<file path="src/rtl/fifo_wr_arbiter_if.sv">
// Write-side bundle between N_REQ producers, the round-robin arbiter and the
// shared FIFO write port. The arbiter uses the slave view; the producer/FIFO
// side (or a bench) uses the master view.
interface fifo_wr_arbiter_if #(
   parameter int DWIDTH = 8,
   parameter int N_REQ  = 4
);
   logic [N_REQ*DWIDTH-1:0] req_data_i;
   logic [N_REQ-1:0]        req_valid_i;
   logic [N_REQ-1:0]        req_ready_o;
   logic [N_REQ-1:0]        grant_o;
   logic [DWIDTH-1:0]       fifo_data_o;
   logic                    fifo_wrreq_o;
   logic                    fifo_full_i;

   modport master (
      output req_data_i, req_valid_i, fifo_full_i,
      input  req_ready_o, grant_o, fifo_data_o, fifo_wrreq_o
   );

   modport slave (
      input  req_data_i, req_valid_i, fifo_full_i,
      output req_ready_o, grant_o, fifo_data_o, fifo_wrreq_o
   );
endinterface

</file>
<file path="src/rtl/fifo_wr_arbiter.sv">
// Round-robin write arbiter sharing one FIFO write port between N_REQ
// producers. The owner keeps the port for up to MAX_BURST words, loses it as
// soon as its valid drops, and simply stalls while the FIFO reports full.
// Handover to the next owner happens on the releasing edge, so there is no
// bubble cycle between bursts.
module fifo_wr_arbiter #(
   parameter int DWIDTH    = 8,
   parameter int N_REQ     = 4,
   parameter int MAX_BURST = 4
) (
   input  logic                clk_i,
   input  logic                arstn_i,
   fifo_wr_arbiter_if.slave    bus
);
   localparam int OW = $clog2(N_REQ);
   localparam int BW = $clog2(MAX_BURST + 1);

   localparam logic [0:0] ST_IDLE  = 1'b0;
   localparam logic [0:0] ST_GRANT = 1'b1;

   // Reset owner is the last producer so producer 0 is searched first.
   localparam logic [OW-1:0] OWNER_RST = OW'(N_REQ - 1);
   localparam logic [BW-1:0] BEAT_LAST = BW'(MAX_BURST - 1);

   function automatic logic [N_REQ-1:0] onehot(input logic [OW-1:0] idx);
      logic [N_REQ-1:0] vec;
      vec      = '0;
      vec[idx] = 1'b1;
      return vec;
   endfunction

   logic [0:0]        state_r, state_nxt_s;
   logic [OW-1:0]     owner_r, owner_nxt_s;
   logic [BW-1:0]     beat_cnt_r, beat_cnt_nxt_s;
   logic [N_REQ-1:0]  grant_r, grant_nxt_s;

   logic              owner_valid_s;
   logic              transfer_s;
   logic              release_s;
   logic              pick_valid_s;
   logic [OW-1:0]     pick_s;
   logic [N_REQ-1:0]  ready_s;
   logic [DWIDTH-1:0] data_s;

   assign owner_valid_s = bus.req_valid_i[owner_r];
   assign transfer_s    = (state_r == ST_GRANT) && owner_valid_s && !bus.fifo_full_i;
   // A full FIFO never releases: only a valid drop or a completed burst does.
   assign release_s     = !owner_valid_s || (transfer_s && (beat_cnt_r == BEAT_LAST));

   // Round-robin search starting after the current owner, owner itself last.
   always_comb begin
      int              cand;
      logic [OW-1:0]   cand_idx;
      pick_s       = owner_r;
      pick_valid_s = 1'b0;
      for (int k = 1; k <= N_REQ; k++) begin
         cand     = int'(owner_r) + k;
         cand     = (cand >= N_REQ) ? (cand - N_REQ) : cand;
         cand_idx = OW'(cand);
         if (!pick_valid_s && bus.req_valid_i[cand_idx]) begin
            pick_valid_s = 1'b1;
            pick_s       = cand_idx;
         end else begin
            pick_valid_s = pick_valid_s;
         end
      end
   end

   // Next-state logic for the IDLE/GRANT controller and the registered grant.
   always_comb begin
      state_nxt_s    = state_r;
      owner_nxt_s    = owner_r;
      beat_cnt_nxt_s = beat_cnt_r;
      grant_nxt_s    = grant_r;
      case (state_r)
         ST_IDLE: begin
            if (pick_valid_s) begin
               state_nxt_s    = ST_GRANT;
               owner_nxt_s    = pick_s;
               beat_cnt_nxt_s = '0;
               grant_nxt_s    = onehot(pick_s);
            end else begin
               grant_nxt_s    = '0;
            end
         end
         ST_GRANT: begin
            if (release_s) begin
               if (pick_valid_s) begin
                  owner_nxt_s    = pick_s;
                  beat_cnt_nxt_s = '0;
                  grant_nxt_s    = onehot(pick_s);
               end else begin
                  state_nxt_s    = ST_IDLE;
                  beat_cnt_nxt_s = '0;
                  grant_nxt_s    = '0;
               end
            end else if (transfer_s) begin
               beat_cnt_nxt_s = beat_cnt_r + BW'(1);
            end else begin
               beat_cnt_nxt_s = beat_cnt_r;
            end
         end
         default: begin
            state_nxt_s    = ST_IDLE;
            beat_cnt_nxt_s = '0;
            grant_nxt_s    = '0;
         end
      endcase
   end

   // Controller state, owner, burst counter and grant registers.
   always_ff @(posedge clk_i or negedge arstn_i) begin
      if (!arstn_i) begin
         state_r    <= ST_IDLE;
         owner_r    <= OWNER_RST;
         beat_cnt_r <= '0;
         grant_r    <= '0;
      end else begin
         state_r    <= state_nxt_s;
         owner_r    <= owner_nxt_s;
         beat_cnt_r <= beat_cnt_nxt_s;
         grant_r    <= grant_nxt_s;
      end
   end

   // Accept strobe back to the owning producer only on an actual write.
   always_comb begin
      ready_s = '0;
      if (transfer_s) begin
         ready_s = onehot(owner_r);
      end else begin
         ready_s = '0;
      end
   end

   // Route the owner's word to the FIFO; drive zero while idle.
   always_comb begin
      data_s = '0;
      for (int i = 0; i < N_REQ; i++) begin
         if ((state_r == ST_GRANT) && (owner_r == OW'(i))) begin
            data_s = bus.req_data_i[i*DWIDTH +: DWIDTH];
         end else begin
            data_s = data_s;
         end
      end
   end

   assign bus.grant_o      = grant_r;
   assign bus.req_ready_o  = ready_s;
   assign bus.fifo_wrreq_o = transfer_s;
   assign bus.fifo_data_o  = data_s;
endmodule

</file>
<file path="src/flat_wrapper.sv">
// flat-port wrapper written by rule: the top's interface ports become plain ports
module fifo_wr_arbiter_flat 
#(
   parameter int DWIDTH    = 8,
   parameter int N_REQ     = 4,
   parameter int MAX_BURST = 4
)
  (clk_i, arstn_i, bus_req_data_i, bus_req_valid_i, bus_fifo_full_i, bus_req_ready_o, bus_grant_o, bus_fifo_data_o, bus_fifo_wrreq_o);
  fifo_wr_arbiter_if #(.DWIDTH(DWIDTH), .N_REQ(N_REQ)) bus_i ();
  input  logic clk_i;
  input  logic arstn_i;
  input wire logic [$bits(bus_i.req_data_i)-1:0] bus_req_data_i;
  input wire logic [$bits(bus_i.req_valid_i)-1:0] bus_req_valid_i;
  input wire logic [$bits(bus_i.fifo_full_i)-1:0] bus_fifo_full_i;
  output wire logic [$bits(bus_i.req_ready_o)-1:0] bus_req_ready_o;
  output wire logic [$bits(bus_i.grant_o)-1:0] bus_grant_o;
  output wire logic [$bits(bus_i.fifo_data_o)-1:0] bus_fifo_data_o;
  output wire logic [$bits(bus_i.fifo_wrreq_o)-1:0] bus_fifo_wrreq_o;
  assign bus_i.req_data_i = bus_req_data_i;
  assign bus_i.req_valid_i = bus_req_valid_i;
  assign bus_i.fifo_full_i = bus_fifo_full_i;
  assign bus_req_ready_o = bus_i.req_ready_o;
  assign bus_grant_o = bus_i.grant_o;
  assign bus_fifo_data_o = bus_i.fifo_data_o;
  assign bus_fifo_wrreq_o = bus_i.fifo_wrreq_o;
  fifo_wr_arbiter #(.DWIDTH(DWIDTH), .N_REQ(N_REQ), .MAX_BURST(MAX_BURST)) u_core (.clk_i(clk_i), .arstn_i(arstn_i), .bus(bus_i));
endmodule
</file>
<file path="config.mk">
export PLATFORM = sky130hd
export DESIGN_NAME = fifo_wr_arbiter_flat
export DESIGN_NICKNAME = d
export VERILOG_FILES = /design/src/rtl/fifo_wr_arbiter_if.sv /design/src/rtl/fifo_wr_arbiter.sv /design/src/flat_wrapper.sv
export SDC_FILE = /design/constraint.sdc
export NUM_CORES = 1
export LEC_CHECK = 0
export ABC_AREA = 1
export CAP_MARGIN = 10
export CORE_ASPECT_RATIO = 1.4
export CORE_UTILIZATION = 41
export CTS_BUF_LIST = sky130_fd_sc_hd__clkbuf_8 sky130_fd_sc_hd__clkbuf_16
export CTS_CLUSTER_SIZE = 16
export DETAILED_ROUTE_END_ITERATION = 6
export GPL_ROUTABILITY_DRIVEN = 0
export PLACE_DENSITY = 0.78
export SLEW_MARGIN = 20
export SYNTH_ARGS = -nofsm -noshare
export SYNTH_HDL_FRONTEND = slang
export SYNTH_SLANG_ARGS = --single-unit
</file>
<file path="constraint.sdc">
create_clock -name clk_i -period 2.21 [get_ports clk_i]
set_input_delay 0.442 -clock clk_i [delete_from_list [all_inputs] [get_ports clk_i]]
set_output_delay 0.442 -clock clk_i [all_outputs]
set_load 0.005 [all_outputs]
</file>
==> metrics, run 1 <==
Tcrit/Tclk final=1.06; RSZ-0062 raised after global routing=true; clk sinks=10; worst setup path start=u_core.owner_r[0]; Hold Path Class=reg -> reg; largest net degree at the start of global routing=12; Die ar.=3160 sq um; Clock Pin Slew Worst Setup and Hold Paths=0.06 ns; failing checks=negative setup slack; Req. time, crit path=1.77 ns; initial antenna violation count=0; CP Cell Sequence=buf_12, inv_8, ha_4, nand2_4, inv_8, nand3_1, nand3_2, o211ai_1, nand2_1, clkbuf_2; Hold Violations, Final=0; number of synthesized flops with an enable pin=0; drt drc=0; Die Y=66.1 um; outcome=finished, violations left; vias per cell=5.71; CP dominant cell by count=inv_8; startpoint types=flip-flop; die width=47.8 um; setup ws final=-0.133 ns; Netlist cell types=29; Slew @ Worst Pin=0.479 ns; slowest CP cell=dfstp_2; final wirelength=6240 um; largest family of logic cells by synthesized area=simple AND/OR/NAND/NOR gates; Inserted Clock Buffers=3; post-DP HPWL=3310 um; WL per Instance=20.3 um; Worst Skew=0.0103 ns; Max-slew headroom=0.680; htree depth=1; # diodes=0; Final setup violation count=13; Worst Setup EP=bus_fifo_data_o[6]; fmax=0.427 GHz; worst-case reg-to-reg path depth=11; mapped cell area=1200 sq um; Synth Register Bits=10; Clock Latency Late Sink=0.24 ns; vias in the first global route=1693; CP max stage delay=0.60 ns; worst vdd ir=1.30 mV; PwrDens=1680 nW/um^2; hold_buf cts=0; CTS tree=yes; Antenna Nets Post-Route=0; Worst Path Buf+Inv=4; Mapped Cells=178; I/O Pins=56; Worst Setup Path Type=reg -> out; maximum capacitance violations=0; fin crit period=2.34 ns; drt first pass iters=5; Layout area overhead=94.3%; maximum clock insertion buffer count=2; gr usage total=0.319; Reg2Reg Setup Slack=0.22 ns; R2R Path Start=u_core.owner_r[0]; Ys Warns=0; ratio of cells with drive above 1 in the final layout=0.428; fin nets=317; Starting Density=0.447; syn_nets=223; Post-synth ARST share=1.00; Adder-Cell Fraction of Synth Area=0.0623; Worst R2R End=u_core.beat_cnt_r[2]; dominant synthesized flop cell=dfrtp_1; first-pass GRT wire length=7100 um; crit end category=output pin; compound-cell area share of the yosys netlist=0.0810; Final Max Slew Viols=0; leak pwr=1.20 nW; Core ar.=2700 sq um; row cnt=22; gr ovfl total=0; I/O Buffers=55; DRT iter0 DRCs=94; crit path DAT=1.90 ns; crit path max fanout=8; depth of the worst hold-timing path=2; routed vias=1754; Top Family by Delay on Critical Path=flip-flops; mux share of post-synthesis cell area=0; Setup Slack @ Placement=-0.296 ns; CTS root buffer=clkbuf_8; post-layout util=0.868; sequential share of the synthesized area=0.210; Post-Synth Simple-Gate Area=0.550; Crit path depth=10; Synth Area in XOR/XNOR=0; mean area per synthesized cell=6.77 sq um
[worst min-delay path by stage]
stage,startpoint,end,slack (ns)
finish,u_core.beat_cnt_r[1],u_core.beat_cnt_r[1],0.51
global route,arstn_i,u_core.beat_cnt_r[0],0.55
CTS,u_core.beat_cnt_r[1],u_core.beat_cnt_r[1],0.49
detailed placement,u_core.beat_cnt_r[1],u_core.beat_cnt_r[1],0.48
global placement,u_core.beat_cnt_r[2],u_core.beat_cnt_r[2],0.45
floorplan,arstn_i,u_core.beat_cnt_r[0],0.15
[placed cells by master (no fill, tap or decap), types with 2 or more instances in the layout]
master | Yosys | routed
ha_1 | 6 | 2
a21oi_1 | 2 | 2
or2_1 | 2 | 2
o21ai_1 | 2 | 2
nand2_1 | 55 | 43
nand3_2 | 3 | 17
clkbuf_8 | 0 | 4
inv_2 | 2 | 3
buf_12 | 0 | 2
dfstp_2 | 2 | 2
nand3_1 | 34 | 19
inv_8 | 1 | 2
ha_4 | 0 | 4
clkdlybuf4s50_1 | 0 | 39
nand2_4 | 10 | 17
nor2_1 | 5 | 5
clkbuf_2 | 0 | 4
nand4_1 | 3 | 3
dfrtp_1 | 8 | 8
inv_1 | 17 | 14
nand2_2 | 6 | 11
inv_4 | 1 | 3
buf_2 | 1 | 4
buf_4 | 0 | 27
buf_6 | 1 | 8
nand3_4 | 1 | 2
o211ai_1 | 8 | 8
dlygate4sd2_1 | 0 | 7
[power breakdown]
| part | switching, mW | internal (mW) |
|---|---|---|
| clock | 0.0777 | 0.157 |
| sequential | 0.0897 | 0.280 |
| combinational | 1.86 | 1.46 |
[registers in the layout (all words and copies together) (netlist names)]
name                count
u_core.owner_r          2
u_core.bus.grant_o      4
u_core.beat_cnt_r       3
u_core.state_r          1
[Yosys cell counts (2+ instances only)]
cell type	n	area share
inv_1	17	0.053
nand2_2	6	0.031
o21ai_1	2	0.0083
o211ai_1	8	0.050
a21oi_1	2	0.0083
dfstp_2	2	0.044
nand3_2	3	0.025
nor2_1	5	0.016
ha_1	6	0.062
dfrtp_1	8	0.17
nand2_1	55	0.17
nand2_4	10	0.093
or2_1	2	0.010
nand3_1	34	0.14
inv_2	2	0.0062
nand4_1	3	0.016
[metal layers]
metal | part of all wire | GRT usage | vias to the layer above
met3 | 0.10 | 0.0574 | 44
met1 | 0.33 | 0.260 | 829
met5 | 0 | 0 | -
met4 | 0.078 | 0.135 | 0
met2 | 0.49 | 0.654 | 110
li1 | - | - | 771
[area by class of cell]
class | instances | area, sq um
Inverter | 22 | 105
Sequential cell | 10 | 253
Timing Repair Buffer | 93 | 850
Tap cell | 36 | 45.0
Fill cell | 140 | 357
Multi-Input combinational cell | 142 | 1030
Clock buffer | 4 | 55.1
[metrics by stage]
step	setup TNS (ns)	hold slack, ns	cells	area (sq um)	power, mW
after floorplan	0	0.146	178	1200	1.87
after global placement	-1.84	0.454	289	1960	2.80
after detailed placement	-2.49	0.483	289	1960	2.91
after CTS	-0.549	0.494	302	2190	3.39
after global routing	-1.64	0.546	307	2340	4.15
final	-0.827	0.507	307	2340	3.92
[worst min-delay path, stage by stage (launching register included)]
cell     delay (ns)
dfrtp_1        0.36
nand2_1        0.06
nand2_1        0.05
[cells by family after synthesis]
family                   count (synthesis)
adder cells (fa/ha/maj)                  6
AO/OA/AOI/OAI                           14
flip-flops                              10
AND/OR/NAND/NOR                        122
buffers and inverters                   26
[repair_timing]
item,CTS,global route
pin swaps,9,11
gates resized for setup,57,42
endpoints found under the setup margin,13,13
buffers inserted,9,5
Note: power is estimated with default switching activity, not from simulation.
==> run 2: changes to the inputs <==
--- a/config.mk
+++ b/config.mk
@@ -14,6 +14,7 @@
 export DETAILED_ROUTE_END_ITERATION = 6
 export GPL_ROUTABILITY_DRIVEN = 0
 export PLACE_DENSITY = 0.78
+export SETUP_SLACK_MARGIN = 0.05
 export SLEW_MARGIN = 20
 export SYNTH_ARGS = -nofsm -noshare
 export SYNTH_HDL_FRONTEND = slang
==> run 2 against run 1 <==
  * The flow still finishes with violations (negative setup slack)
  * Clock skew shrank 0.0076 ns
  * Global-route usage rose by 3.6 points
  * Fmax decreased by 1.3%
  * Flip-flop and latch count did not move
  * Critical path type unchanged
  * Critical endpoint is now bus_fifo_data_o[3]
==> metrics, run 2 (synthesis results as in run 1) <==
failing checks=negative setup slack (unchanged); crit path DAT=1.93 ns (was 1.90 ns); clk sinks=10 (unchanged); Slew @ Worst Pin=0.480 ns (was 0.479 ns); fmax=0.421 GHz (was 0.427 GHz); drt first pass iters=5 (unchanged); hold slack=0.508 ns (was 0.507 ns); PwrDens=1650 nW/um^2 (was 1680 nW/um^2); leak pwr=1.18 nW (was 1.20 nW); Starting Density=0.447 (unchanged); crit path max fanout=8 (unchanged); row cnt=22 (unchanged); commonest non-fill, non-tap cell in the layout=nand2_1 (unchanged); die width=47.8 um (unchanged); worst vdd ir=1.35 mV (was 1.30 mV); RSZ-0062 raised after global routing=true (unchanged); Die Y=66.1 um (unchanged); Finished Layout Cells=303 (was 307); Hold Path Class=reg -> reg (unchanged); final setup TNS=-0.272 ns (was -0.827 ns); maximum clock insertion buffer count=2 (unchanged); drt drc=0 (unchanged); setup ws final=-0.163 ns (was -0.133 ns); vias in the first global route=1803 (was 1693); Clk pwr share=0.062 (was 0.060); Hold Violations, Final=0 (unchanged); Reg power frac=0.097 (was 0.094); post-DP HPWL=3310 um (unchanged); Placed Instance Area=1960 sq um (unchanged); CTS root buffer=clkbuf_8 (unchanged); gr usage total=0.355 (was 0.319); most frequent cells in the layout=nand2_1 (41), clkdlybuf4s50_1 (39), buf_4 (27) (was nand2_1 (43), clkdlybuf4s50_1 (39), buf_4 (27)); dpl cells=289 (unchanged); Req. time, crit path=1.77 ns (about the same); Setup Slack @ Placement=-0.296 ns (unchanged); Clock Pin Slew Worst Setup and Hold Paths=0.05 ns (was 0.06 ns); CTS tree=yes (unchanged); Power Internal=1.81 mW (was 1.90 mW); DRT iter0 DRCs=71 (was 94); part of the power in combinational logic=0.841 (was 0.846); Filler cells=151 (was 140); Antenna Nets Post-Route=0 (unchanged); Clock Latency Late Sink=0.24 ns (about the same); final wirelength=5750 um (was 6240 um); Die ar.=3160 sq um (unchanged); Tcrit/Tclk final=1.07 (was 1.06); Layout area overhead=90.4% (was 94.3%); final total power=3.79 mW (was 3.92 mW); Inserted Clock Buffers=3 (unchanged); Worst Skew=0.00274 ns (was 0.0103 ns); initial antenna violation count=0 (unchanged); first-pass GRT wire length=7890 um (was 7100 um); startpoint types=flip-flop (unchanged); fin crit period=2.37 ns (was 2.34 ns); Net Sw Frac=0.522 (was 0.516); routed vias=1731 (was 1754); maximum capacitance violations=0 (unchanged); gr ovfl total=0 (unchanged); # diodes=0 (unchanged); post-layout util=0.851 (was 0.868); Core ar.=2700 sq um (unchanged); fin nets=313 (was 317); ratio of cells with drive above 1 in the final layout=0.461 (was 0.428); largest net degree at the start of global routing=12 (unchanged); WL per Instance=19.0 um (was 20.3 um); vias per cell=5.71 (about the same); Final setup violation count=6 (was 13); outcome=finished, violations left (unchanged); cell area after layout=2290 sq um (was 2340 sq um); crit end category=output pin (unchanged); I/O Pins=56 (unchanged); Max-slew headroom=0.679 (was 0.680); htree depth=1 (unchanged); max reg flops=4 (unchanged); NetSw=1.98 mW (was 2.02 mW); Worst Setup Path Type=reg -> out (unchanged); I/O Buffers=55 (unchanged); Final Max Slew Viols=0 (unchanged)
## run 2: cell types whose count changed in the layout (fill, tap and decap cells not counted)
cell,delta
buf_2,+8
dlygate4sd2_1,-4
buf_6,-3
clkbuf_2,-3
nand2_4,+3
nor2_1,-3
nor2_2,+3
nand2_1,-2
buf_12,-1
clkdlybuf4s15_1,-1
inv_1,-1
inv_2,+1
nand2_2,-1
## run 2: path summary, 6_finish.rpt
check | startpoint | endpoint | slack [ns] | cells after the start
min reg2reg | u_core.beat_cnt_r[1] | u_core.beat_cnt_r[1] | 0.51 | 2
min in group asynchronous | arstn_i | u_core.bus.grant_o[1] | 0.53 | 1
max | u_core.owner_r[0] | bus_fifo_data_o[3] | -0.16 | 9
max reg2reg | u_core.owner_r[0] | u_core.bus.grant_o[1] | 0.29 | 14
max in group asynchronous | arstn_i | u_core.owner_r[0] | 1.33 | 1
min | u_core.beat_cnt_r[1] | u_core.beat_cnt_r[1] | 0.51 | 2
## run 2: final cells by class
class                      instances  area [sq um]  share of cell area
timing repair buffer              89           776               0.338
inverter                          22           105              0.0458
sequential                        10           253               0.110
clock buffer                       4          55.1              0.0240
multi-input combinational        142          1060               0.462
tap                               36          45.0              0.0196
## run 2: metal layers
layer	vias to the layer above	routed length, um	global-route usage	share of wire
met5	-	0	0	0
met4	0	352	0.240	0.061
met3	33	471	0.120	0.082
met2	108	3050	0.650	0.53
met1	819	1880	0.289	0.33
li1	771	-	-	-
## run 2: worst max-delay path: stages (launching register included)
cell	delay (ns)
dfstp_2	0.59
buf_12	0.13
inv_8	0.04
ha_4	0.16
nand2_4	0.07
buf_8	0.14
nand3_2	0.10
o211ai_1	0.17
nand2_1	0.14
buf_2	0.16
## run 2: repair_timing
action / 4_1_cts / 5_1_grt
buffers inserted: 11 / 2
pin swaps: 20 / 11
setup endpoints to repair: 13 / 13
gates resized for setup: 91 / 33
hold buffers: 0 / 0
## run 2: power groups by stage
stage | registers (mW) | clock network (mW) | logic, mW
after CTS | 0.342 | 0.233 | 2.86
after global placement | 0.344 | 0 | 2.46
after global routing | 0.374 | 0.243 | 3.43
after floorplan | 0.337 | 0 | 1.54
after detailed placement | 0.351 | 0 | 2.56
final | 0.368 | 0.234 | 3.18
==> run 3: changes to the inputs <==
--- a/config.mk
+++ b/config.mk
@@ -8,12 +8,13 @@
 export ABC_AREA = 1
 export CAP_MARGIN = 10
 export CORE_ASPECT_RATIO = 1.4
-export CORE_UTILIZATION = 41
+export CORE_UTILIZATION = 50
 export CTS_BUF_LIST = sky130_fd_sc_hd__clkbuf_8 sky130_fd_sc_hd__clkbuf_16
 export CTS_CLUSTER_SIZE = 16
 export DETAILED_ROUTE_END_ITERATION = 6
+export DONT_BUFFER_PORTS = 1
 export GPL_ROUTABILITY_DRIVEN = 0
-export PLACE_DENSITY = 0.78
+export PLACE_DENSITY = 0.63
 export SETUP_SLACK_MARGIN = 0.05
 export SLEW_MARGIN = 20
 export SYNTH_ARGS = -nofsm -noshare
==> run 3 against run 2 <==
  * The run ends with design-rule violations left
  * First-iteration DRC count is 61% lower
  * Largest cell class unchanged
  * Flip-flop and latch count stayed put
  * Critical endpoint is now bus_fifo_data_o[0]
  * Combinational power is 37% lower
  * Largest power group unchanged
  * Die area is 17% lower
==> metrics, run 3 (synthesis results as in run 1) <==
max reg flops=4 (unchanged); Req. time, crit path=1.77 ns (about the same); row cnt=20 (was 22); Starting Density=0.541 (was 0.447); post-DP HPWL=2220 um (was 3310 um); slowest CP cell=dfstp_2 (unchanged); Worst Setup Path Type=reg -> out (unchanged); worst vdd ir=0.987 mV (was 1.35 mV); Placed Instance Area=1240 sq um (was 1960 sq um); CTS tree=yes (unchanged); commonest non-fill, non-tap cell in the layout=nand2_1 (unchanged); PwrDens=1860 nW/um^2 (was 1650 nW/um^2); startpoint types=flip-flop (unchanged); Hold Path Class=in -> async (was reg -> reg); final wirelength=2700 um (was 5750 um); final setup TNS=0 ns (was -0.272 ns); Worst Skew=0.000667 ns (was 0.00274 ns); Top Family by Delay on Critical Path=flip-flops (unchanged); WL per Instance=12.7 um (was 19.0 um); Reg2Reg Setup Slack=0.25 ns (was 0.29 ns); Worst Setup EP=bus_fifo_data_o[0] (was bus_fifo_data_o[3]); gr ovfl total=0 (unchanged); outcome=finished, violations left (unchanged); Final setup violation count=0 (was 6); htree depth=1 (unchanged); I/O Pins=56 (unchanged); Hold Violations, Final=0 (unchanged); crit path max fanout=9 (was 8); Clock Latency Late Sink=0.23 ns (was 0.24 ns); Inserted Clock Buffers=3 (unchanged); Layout area overhead=15.4% (was 90.4%); crit path DAT=1.60 ns (was 1.93 ns); Tcrit/Tclk final=0.925 (was 1.07); fin nets=236 (was 313); ratio of cells with drive above 1 in the final layout=0.295 (was 0.461); Clock Pin Slew Worst Setup and Hold Paths=0.05 ns (about the same); vias in the first global route=1033 (was 1803); Worst R2R End=u_core.bus.grant_o[0] (was u_core.bus.grant_o[1]); Antenna Nets Post-Route=0 (unchanged); clk sinks=10 (unchanged); Core ar.=2230 sq um (was 2700 sq um); # diodes=0 (unchanged); Final Max Slew Viols=0 (unchanged); fin crit period=2.04 ns (was 2.37 ns); Die ar.=2610 sq um (was 3160 sq um); worst setup path start=u_core.owner_r[0] (unchanged); RSZ-0062 raised after global routing=false (was true); DRT iter0 DRCs=28 (was 71); R2R Path Start=u_core.owner_r[1] (was u_core.owner_r[0]); most frequent cells in the layout=nand2_1 (51), nand3_1 (34), inv_1 (15) (was nand2_1 (41), clkdlybuf4s50_1 (39), buf_4 (27)); leak pwr=0.741 nW (was 1.18 nW); I/O Buffers=0 (was 55); CTS root buffer=clkbuf_8 (unchanged); cell area after layout=1390 sq um (was 2290 sq um); vias per cell=5.53 (was 5.71); drt drc=6 (was 0); Max-slew headroom=0.750 (was 0.679); Slew @ Worst Pin=0.373 ns (was 0.480 ns); routed vias=1172 (was 1731); largest net degree at the start of global routing=13 (was 12); Die Y=60.1 um (was 66.1 um); CP max stage delay=0.64 ns (was 0.59 ns); crit end category=output pin (unchanged); gr usage total=0.220 (was 0.355); post-layout util=0.624 (was 0.851); Crit path depth=6 (was 9); fmax=0.489 GHz (was 0.421 GHz); first-pass GRT wire length=4330 um (was 7890 um); failing checks=design-rule violations (was negative setup slack); maximum clock insertion buffer count=2 (unchanged); Sequential Area=253 sq um (unchanged); initial antenna violation count=0 (unchanged); maximum capacitance violations=0 (unchanged); CP Cell Sequence=inv_8, ha_2, nand2_4, buf_4, o211ai_1, nand2_1 (was buf_12, inv_8, ha_4, nand2_4, buf_8, nand3_2, o211ai_1, nand2_1, buf_2); Worst Path Buf+Inv=2 (was 4); Filler cells=221 (was 151); Multi-input gate area=868 sq um (was 1060 sq um); die width=43.5 um (was 47.8 um); worst-case reg-to-reg path depth=11 (was 14); drt first pass iters=6 (was 5)
## run 3: cell types whose count changed in the layout (fill, tap and decap cells not counted), moves of 3 or more
cell             change
buf_2               -12
ha_4                 -3
buf_6                -5
nand3_2             -14
dlygate4sd2_1        -3
nor2_2               -3
clkdlybuf4s50_1     -39
nand3_1             +15
buf_4               -16
nor2_1               +3
nand2_1             +10
nand2_4              -9
## run 3: how the worst min path moves through the flow
stage	startpoint	endpoint	slack, ns
floorplan	arstn_i	u_core.beat_cnt_r[0]	0.15
global placement	arstn_i	u_core.beat_cnt_r[1]	0.15
detailed placement	arstn_i	u_core.beat_cnt_r[1]	0.15
CTS	arstn_i	u_core.owner_r[1]	0.04
global route	arstn_i	u_core.owner_r[1]	0.03
finish	arstn_i	u_core.owner_r[1]	0.05
## run 3: worst register-to-register path: cells and delay by family (launching register included)
family                   cells  cell delay [ns]
AND/OR/NAND/NOR              6             0.49
buffers and inverters        3             0.28
flip-flops                   1             0.56
adder cells (fa/ha/maj)      1             0.42
AO/OA/AOI/OAI                1             0.10
## run 3: cell type report
cell class | instances | area share
clock buffer | 4 | 0.0396
tap | 22 | 0.0198
timing repair buffer | 12 | 0.0666
multi-input combinational | 142 | 0.625
inverter | 22 | 0.0675
sequential | 10 | 0.182
## run 3: per-stage QoR
stage               std cells  hold slack (ns)  worst slack (ns)  power (mW)
finish                    212           0.0510             0.166        2.58
global route              212           0.0343            0.0550        2.87
CTS                       208           0.0414            0.0564        2.47
detailed placement        200            0.147             0.190        2.18
global placement          200            0.147             0.225        2.15
floorplan                 178            0.146             0.139        1.87
## run 3: what timing repair did
| item | in CTS | in global routing |
|---|---|---|
| buffers inserted | 3 | 4 |
| gates resized for setup | 2 | 10 |
| endpoints found under the hold margin | 8 | 0 |
| pin swaps | 0 | 2 |
| hold buffers | 1 | 0 |
| setup endpoints to repair | 12 | 13 |
## run 3: power breakdown
part / total, mW / switching [mW] / internal, mW / leakage, nW
Sequential: 0.367 / 0.0870 / 0.280 / 0.123
Clock: 0.226 / 0.0696 / 0.156 / 0.0288
Combinational: 1.99 / 1.24 / 0.746 / 0.589
Total: 2.58 / 1.40 / 1.18 / 0.741
## run 3: metal layers
layer	routed length, um	part of all wire	global-route usage
met1	1070	0.40	0.272
met2	1420	0.52	0.366
met3	153	0.057	0.0363
met4	57	0.021	0.107
met5	0	0	0
